File: src/rtl/lab2_cmd_pkg.sv
// rtl/lab2_cmd_pkg.sv - shared command codes and restart state type for the lab2 playback path
package lab2_cmd_pkg;

   localparam logic [7:0] CMD_PLAY      = 8'h45;
   localparam logic [7:0] CMD_PAUSE     = 8'h44;
   localparam logic [7:0] CMD_FWD       = 8'h46;
   localparam logic [7:0] CMD_BWD       = 8'h42;
   localparam logic [7:0] CMD_RESTART   = 8'h52;
   localparam logic [7:0] CMD_FASTER    = 8'h55;
   localparam logic [7:0] CMD_SLOWER    = 8'h4C;
   localparam logic [7:0] CMD_SPEED_RST = 8'h4B;

   typedef enum logic {
      R_IDLE,
      R_PEND
   } restart_state_t;

   function automatic logic [7:0] ascii_upper(input logic [7:0] c);
      if (c >= 8'h61 && c <= 8'h7A) return c - 8'h20;
      return c;
   endfunction

   function automatic logic is_cmd(input logic [7:0] c);
      case (c)
         CMD_PLAY, CMD_PAUSE, CMD_FWD, CMD_BWD,
         CMD_RESTART, CMD_FASTER, CMD_SLOWER, CMD_SPEED_RST: return 1'b1;
         default: return 1'b0;
      endcase
   endfunction

endpackage

File: src/rtl/rise_edge_detect.sv
// rtl/rise_edge_detect.sv - one-cycle strobe on the first cycle a level input is seen high
module rise_edge_detect (
   input  logic clk,
   input  logic rst,
   input  logic din,
   output logic pulse
);

   logic din_d;

   // Cleared by reset, so a level held across reset release yields a fresh strobe.
   always_ff @(posedge clk or posedge rst) begin
      if (rst) din_d <= 1'b0;
      else     din_d <= din;
   end

   assign pulse = din & ~din_d;

endmodule

File: src/rtl/kbd_playback_cmd.sv
// rtl/kbd_playback_cmd.sv - keyboard ASCII events to registered playback controls
module kbd_playback_cmd
   import lab2_cmd_pkg::*;
#(
   parameter int SPEED_W       = 4,
   parameter int SPEED_DEFAULT = 4,
   parameter int SPEED_MIN     = 1,
   parameter int SPEED_MAX     = 15
) (
   input  logic               CLK_50M,
   input  logic               rst,
   input  logic [7:0]         kbd_received_ascii_code,
   input  logic               kbd_data_ready,
   input  logic               restart_ack,
   output logic               play,
   output logic               direction_fwd,
   output logic               restart_req,
   output logic [SPEED_W-1:0] speed_div,
   output logic               cmd_valid,
   output logic [7:0]         last_cmd,
   output logic [7:0]         bad_cmd_cnt
);

   if (SPEED_MIN > SPEED_DEFAULT || SPEED_DEFAULT > SPEED_MAX) begin : g_bad_speed
      $error("kbd_playback_cmd: need SPEED_MIN <= SPEED_DEFAULT <= SPEED_MAX");
   end

   localparam logic [SPEED_W-1:0] SP_DEF = SPEED_W'(SPEED_DEFAULT);
   localparam logic [SPEED_W-1:0] SP_MIN = SPEED_W'(SPEED_MIN);
   localparam logic [SPEED_W-1:0] SP_MAX = SPEED_W'(SPEED_MAX);
   localparam logic [SPEED_W-1:0] SP_ONE = SPEED_W'(1);

   logic           kbd_event;
   logic [7:0]     code_uc;
   logic           known;
   restart_state_t r_state, r_next;

   rise_edge_detect u_ready_edge (
      .clk   (CLK_50M),
      .rst   (rst),
      .din   (kbd_data_ready),
      .pulse (kbd_event)
   );

   assign code_uc = ascii_upper(kbd_received_ascii_code);
   assign known   = is_cmd(code_uc);

   always_ff @(posedge CLK_50M or posedge rst) begin
      if (rst) begin
         play          <= 1'b1;
         direction_fwd <= 1'b1;
         speed_div     <= SP_DEF;
         cmd_valid     <= 1'b0;
         last_cmd      <= 8'h00;
         bad_cmd_cnt   <= 8'h00;
      end else begin
         cmd_valid <= 1'b0;
         if (kbd_event) begin
            if (known) begin
               cmd_valid <= 1'b1;
               last_cmd  <= code_uc;
               case (code_uc)
                  CMD_PLAY:      play          <= 1'b1;
                  CMD_PAUSE:     play          <= 1'b0;
                  CMD_FWD:       direction_fwd <= 1'b1;
                  CMD_BWD:       direction_fwd <= 1'b0;
                  CMD_FASTER:    if (speed_div > SP_MIN) speed_div <= speed_div - SP_ONE;
                  CMD_SLOWER:    if (speed_div < SP_MAX) speed_div <= speed_div + SP_ONE;
                  CMD_SPEED_RST: speed_div     <= SP_DEF;
                  default:       ;
               endcase
            end else if (bad_cmd_cnt != 8'hFF) begin
               bad_cmd_cnt <= bad_cmd_cnt + 8'd1;
            end
         end
      end
   end

   always_ff @(posedge CLK_50M or posedge rst) begin
      if (rst) r_state <= R_IDLE;
      else     r_state <= r_next;
   end

   // A new 'R' outranks an ack on the same edge so the fresh request is never lost.
   always_comb begin
      r_next = r_state;
      case (r_state)
         R_IDLE: if (kbd_event && code_uc == CMD_RESTART) r_next = R_PEND;
         R_PEND: begin
            if (kbd_event && code_uc == CMD_RESTART) r_next = R_PEND;
            else if (restart_ack)                    r_next = R_IDLE;
         end
         default: r_next = R_IDLE;
      endcase
   end

   assign restart_req = (r_state == R_PEND);

endmodule

File: config.mk
export PLATFORM = sky130hd
export DESIGN_NAME = kbd_playback_cmd
export DESIGN_NICKNAME = d
export VERILOG_FILES = /design/src/rtl/lab2_cmd_pkg.sv /design/src/rtl/rise_edge_detect.sv /design/src/rtl/kbd_playback_cmd.sv
export SDC_FILE = /design/constraint.sdc
export NUM_CORES = 1
export LEC_CHECK = 0
export CELL_PAD_IN_SITES_DETAIL_PLACEMENT = 1
export CELL_PAD_IN_SITES_GLOBAL_PLACEMENT = 2
export CORE_ASPECT_RATIO = 0.6
export CORE_MARGIN = 4
export CORE_UTILIZATION = 40
export DETAILED_ROUTE_END_ITERATION = 6
export DONT_BUFFER_PORTS = 1
export HOLD_SLACK_MARGIN = 0.12
export MAX_ROUTING_LAYER = met4
export PLACE_DENSITY = 0.89
export SLEW_MARGIN = 20
export SYNTH_ARGS = -nofsm -noshare
export SYNTH_HDL_FRONTEND = slang
export SYNTH_SLANG_ARGS = --single-unit
File: constraint.sdc
create_clock -name CLK_50M -period 3.13 [get_ports CLK_50M]
set_input_delay 0.313 -clock CLK_50M [delete_from_list [all_inputs] [get_ports CLK_50M]]
set_output_delay 0.313 -clock CLK_50M [all_outputs]
set_load 0.01 [all_outputs]
**Word-level counts from Yosys, hierarchy flattened**

Cells that the tools add are included.

- Output and inout bits: 24
- Register bits: 25
- Bits of input ports: 12
- Word-level logic and storage cells: 57

- Reduce and logical (&&, ||, !) cells: 11
- $add $sub $neg: 4
- Order comparisons: 4
- Eq/ne operators: 11
- Bitwise operators: 4
- Mux-type cells: 15

Operators by type and width:

| cell | count |
|---|---|
| 8-bit by 7-bit == test with 1-bit output (second input constant) | 8 |
| 8-bit two-way mux | 2 |
| 4-bit case mux with 3 select lines | 1 |
| 3-bit AND reduction | 3 |
| 8-bit by 1-bit adder with 8-bit output (second input constant) | 1 |
| 8-bit by 7-bit greater-or-equal comparator with 1-bit output (second input constant) | 1 |
| 8-bit by 7-bit <= comparator with 1-bit output (second input constant) | 1 |
| 4-bit two-way mux | 2 |
| 8-bit inequality test (second input constant) | 1 |
| 8-bit OR reduction | 1 |
| 8-bit by 6-bit subtractor with 8-bit output (second input constant) | 1 |
| 1-bit two-way mux | 7 |
| 1-bit case mux with 2 select lines | 3 |
| 5-bit AND reduction | 1 |
| 4-bit by 1-bit adder with 4-bit output (second input constant) | 1 |
| 4-bit by 1-bit greater-than comparator with 1-bit output (second input constant) | 1 |
| 4-bit < comparator (second input constant) | 1 |
| 2-bit inequality test (second input constant) | 2 |
| 2-bit nonzero test | 2 |
| 4-bit by 1-bit subtractor with 4-bit output (second input constant) | 1 |
| 1-bit inverter | 3 |
| 3-bit nonzero test | 1 |
| 1-bit logical AND | 2 |
| 2-bit AND reduction | 1 |
| 1-bit AND | 1 |

**Longest topological paths before layout**

- Depth in word-level cells: 9
- Mapped depth: 9
- Gate-level depth less buffers: 9

**Cells and area by module**

Synthesis repeated with hierarchy kept, for this count alone.

- Cell total of the unflattened synthesis: 139
- Area, all modules: 1,526.5 um^2

By module, submodules not included:

| module | seq. area each (um^2) | times used | area each (um^2) | cells each |
|---|---|---|---|---|
| kbd_playback_cmd | 604.3 | 1 | 1,483.9 | 136 |
| rise_edge_detect | 25.0 | 1 | 42.5 | 3 |

**Least setup slack after synthesis**

OpenSTA, ideal clock, no wires.

- Kind: input -> register
- Start: input port kbd_received_ascii_code[5]
- End: register bad_cmd_cnt[1]
- Stages on the path: 7
- Buffers on the path: 0
- Library setup time: 0.128 ns
- Slack: 0.817 ns
- Data required time: 3.002 ns
- Arrival time: 2.185 ns
- Cells stage by stage: inv_1 > ha_1 > or4b_4 > a31oi_4 > a21oi_1 > o221ai_2 > mux2_1

- Longest elaborated chain between the ends: 9
- Elaborated cells on any way between the ends: 19
- Those cells by class: 1 x add/sub; 2 x order compare; 8 x eq/ne; 4 x mux; 1 x bitwise; 3 x reduce/logical

RTL lines:

| item | RTL line | RTL |
|---|---|---|
| start, declared | kbd_playback_cmd.sv:12 | `input logic [7:0] kbd_received_ascii_code,` |
| 8-bit by 7-bit greater-or-equal comparator with 1-bit output / 8-bit by 7-bit <= comparator with 1-bit output (equally long branches) | lab2_cmd_pkg.sv:19 | `if (c >= 8'h61 && c <= 8'h7A) return c - 8'h20;` |
| 1-bit logical AND | lab2_cmd_pkg.sv:19 |  |
| 1-bit two-way mux | lab2_cmd_pkg.sv:19 |  |
| 8-bit two-way mux (*) | lab2_cmd_pkg.sv:20 | `return c;` |
| 8-bit by 7-bit == test with 1-bit output | lab2_cmd_pkg.sv:24 | `case (c)` |
| 8-bit OR reduction (*) | lab2_cmd_pkg.sv:24 |  |
| 1-bit two-way mux (*) | lab2_cmd_pkg.sv:24 |  |
| 1-bit inverter (no line) (*) | - |  |
| 3-bit AND reduction (no line) (*) | - |  |
| end signal, assigned | kbd_playback_cmd.sv:73 | `bad_cmd_cnt <= bad_cmd_cnt + 8'd1;` |
| end, declared | kbd_playback_cmd.sv:21 | `output logic [7:0] bad_cmd_cnt` |

Every way passes the cells marked *; elsewhere a longest branch is shown, timed or not. The select of a mux whose other input is x is not followed.
A chain may end at the register's enable or synchronous reset.

**Worst setup path in the final report**

- Start: input port kbd_received_ascii_code[5]
- End: register speed_div[2]

- Longest elaborated chain between the ends: 8
- Elaborated cells on any way between the ends: 22
- Those cells by class: 1 x add/sub; 2 x order compare; 10 x eq/ne; 5 x mux; 4 x reduce/logical

RTL lines:

| item | RTL line | RTL |
|---|---|---|
| 8-bit by 7-bit greater-or-equal comparator with 1-bit output / 8-bit by 7-bit <= comparator with 1-bit output (equally long branches) | lab2_cmd_pkg.sv:19 |  |
| 1-bit logical AND | lab2_cmd_pkg.sv:19 |  |
| 1-bit two-way mux | lab2_cmd_pkg.sv:19 |  |
| 8-bit two-way mux (*) | lab2_cmd_pkg.sv:20 |  |
| 8-bit by 7-bit == test with 1-bit output, on equally long branches | lab2_cmd_pkg.sv:24, kbd_playback_cmd.sv:62 |  |
| 8-bit OR reduction | lab2_cmd_pkg.sv:24 |  |
| 1-bit two-way mux | lab2_cmd_pkg.sv:24 |  |
| 5-bit AND reduction (no line) | - |  |
| end signal, assigned | kbd_playback_cmd.sv:67 | `CMD_FASTER: if (speed_div > SP_MIN) speed_div <= speed_div - SP_ONE;` |
| end signal, assigned | kbd_playback_cmd.sv:68 | `CMD_SLOWER: if (speed_div < SP_MAX) speed_div <= speed_div + SP_ONE;` |
| end, declared | kbd_playback_cmd.sv:18 | `output logic [SPEED_W-1:0] speed_div,` |

Marks and branches as above.

==> summary.txt <==
Status
  – Status: completed

Clock tree
  – Clk sinks: 25
  – Clock slew at reported path FFs: 90 ps
  – CTS tree: yes
  – Cts bufs inserted: 3
  – Clock Latency Late Sink: 270 ps
  – Root buf cell: clkbuf_8
  – Post-CTS Setup Inserts: 0
  – CTS H-tree depth: 1
  – Clk buf depth: 2

STA
  – Tmin final: 2330 ps
  – Worst Skew: 5.19 ps
  – Slew margin rel.: 0.390
  – Fin crit share: 0.745
  – Fmax: 429 MHz
  – Hold Vio Cnt, Final: 0
  – Max Slew Vio Count: 0
  – RSZ-0062 raised after global routing: no
  – Worst Slack Setup Final: 797 ps
  – Worst slew pin tran: 914 ps
  – Total Neg Setup Slack: 0 ps
  – Final setup vio count: 0

Power and ir drop
  – PwrDens: 527 nW/um^2
  – Maximum VDD drop: 0.000340 V
  – Leak: 0.703 nW
  – Total power: 0.799 mW

Yosys
  – Top cell type's share of synthesized area: 0.387
  – Synth area leader: dfrtp_1
  – Yosys Warn Count: 0
  – Post-synth EDFFs: 0
  – Mapped Nets: 162
  – Xor and xnor area share after synthesis: 0.0431
  – Cell count after synthesis: 145
  – Flops & latches, synth: 25
  – Largest family of logic cells by synthesized area: simple AND/OR/NAND/NOR gates
  – Syn Area/Cell: 9.81 um^2
  – Most used flip-flop cell after synthesis: dfrtp_1
  – Synth Area in Compound Gates: 0.156
  – Unique masters post-synth: 47
  – Share of async-settable or async-resettable flops after synthesis: 1.00
  – Mux contribution to synthesized area: 0.0519
  – Post-synthesis sequential area ratio: 0.442
  – Dominant cells by area after synthesis: dfrtp_1 39%, dfstp_2 5.5%, ha_1 4.4%
  – Post-Synth Adder-Cell Area: 0.0440
  – Post-synthesis simple-gate area fraction: 0.213
  – Mapped Area: 1420 um^2

GRT
  – Initial antenna violation count: 0
  – Total GRT Usage: 0.168
  – GRT overflow: 0
  – First-pass GRT wire length: about 6000 um
  – Vias in the first global route: 1162
  – Largest net degree at the start of global routing: 26

Detailed routing
  – WL final: 3400 um
  – ANT nets after route: 0
  – Via count: 1078
  – Number of DRC markers in iteration 0: 34
  – Post-route DRC: 0
  – Drt via density: 5.67
  – Average wire per standard cell: 17.9 um
  – 1st-pass router iterations: 4

Placed design
  – Placer Congestion: between 0.8 and 0.9
  – Port bufs: 0
  – HPWL Detailed: 2710 um
  – Post-Place Setup Slack: 539 ps

Die
  – Total die area: 4610 um^2
  – Core Area: 3340 um^2
  – Die width: 85.0 um
  – Initial Util: 0.426
  – I/O pin count: 36
  – Die H: 54.2 um
  – Cell Rows: 16

Hold path
  – Hold Path Class: input port to asynchronous set/reset pin

Critical path
  – Peak fanout along the critical path: 7
  – Worst Setup End Kind: flip-flop
  – Critical path data arrival time: between 2000 and 3000 ps
  – Critical path class: input port to flip-flop
  – CP Launch Type: input port
  – Critical Path RT: ~3300 ps

Cells and area
  – Antenna fix cells: 0
  – Layout cells sized above 1: 0.124
  – Commonest non-fill, non-tap cell in the layout: dfrtp_1
  – Final net count: approximately 160
  – Most frequent cells in the layout: 22 x dfrtp_1, 16 x nand2_1, 13 x inv_1
  – Layout area overhead: 6.51%

Flow run
  – Max Cap Viol: 0
[kinds of logic after synthesis]
logic type,after synthesis
AO/OA/AOI/OAI,26
adder cells (fa/ha/maj),5
buffers and inverters,18
flip-flops,25
multiplexers,7
XOR/XNOR,7
AND/OR/NAND/NOR,57
[repair_timing]
| item | in CTS | in global routing |
|---|---|---|
| hold buffers | 1 | 0 |
| hold endpoints to repair | 1 | 0 |
| resized for setup | 0 | 0 |
[path summary, 6_finish.rpt]
path | from | end | slack, ps | cells after the start
min | rst | bad_cmd_cnt[7]$_DFFE_PP0P_ | 130 | 1
max | kbd_received_ascii_code[5] | speed_div[2]$_DFFE_PP1P_ | 800 | 8
min reg2reg | last_cmd[6]$_DFFE_PP0P_ | last_cmd[6]$_DFFE_PP0P_ | 540 | 1
min in group CLK_50M | restart_ack | restart_req$_DFF_PP0_ | 140 | 1
max in group asynchronous | rst | speed_div[1]$_DFFE_PP0P_ | 2440 | 1
max reg2reg | speed_div[0]$_DFFE_PP0P_ | speed_div[0]$_DFFE_PP0P_ | 900 | 8
[through the flow]
step / area (um^2) / instances / util / hold WS, ps
finish: 1520 / 190 / 0.453 / 129
global route: 1520 / 190 / 0.453 / 123
CTS: 1520 / 190 / 0.453 / 134
detailed placement: 1460 / 185 / 0.436 / 345
global placement: 1460 / 185 / 0.436 / 345
floorplan: 1420 / 145 / - / 338
[power by group]
group / leakage, nW / internal (mW) / switching, mW
Clock: 0.0217 / 0.0900 / 0.100
Combinational: 0.372 / 0.0581 / 0.0734
Sequential: 0.310 / 0.379 / 0.0980
Total: 0.703 / 0.527 / 0.272
[state kept, by name, summed over array words and instances (netlist names)]
name,flops
bad_cmd_cnt,8
cmd_valid,1
direction_fwd,1
last_cmd,8
play,1
restart_req,1
speed_div,4
u_ready_edge.din_d,1
[critical path, stage by stage]
cell	delay, ps
inv_1	30
ha_1	310
or4b_4	530
a31oi_4	190
a21oi_1	220
o31a_1	380
nor4_1	460
a221oi_2	60
[final cells by class]
type / instances / area, um^2
clock buffer: 3 / 41.3
clock inverter: 1 / 7.51
fill: 390 / 1830
inverter: 13 / 48.8
multi-input combinational: 102 / 722
sequential: 25 / 629
tap: 45 / 56.3
timing repair buffer: 1 / 10.0
[synth_stat cells (2+ instances only)]
library cell / instances
nand3_1: 5
clkbuf_1: 2
dfrtp_1: 22
nor2_1: 10
ha_1: 5
nand4_1: 3
mux2i_1: 4
nand2b_1: 2
o21ai_0: 5
dfstp_2: 3
xor2_1: 6
nand2_1: 16
and2_1: 3
buf_2: 3
nor3_1: 7
nor2b_1: 2
a21oi_1: 4
inv_1: 13
mux2_2: 2
[metal layers]
layer  global-route usage  wire [um]  vias up
met2                0.260       1520       36
li1                     -          -      506
met1                0.202       1560      532
met4               0.0395         17        0
met3               0.0749        306        4
met5                    -          0        -
Power figures use the tool's default switching activity.
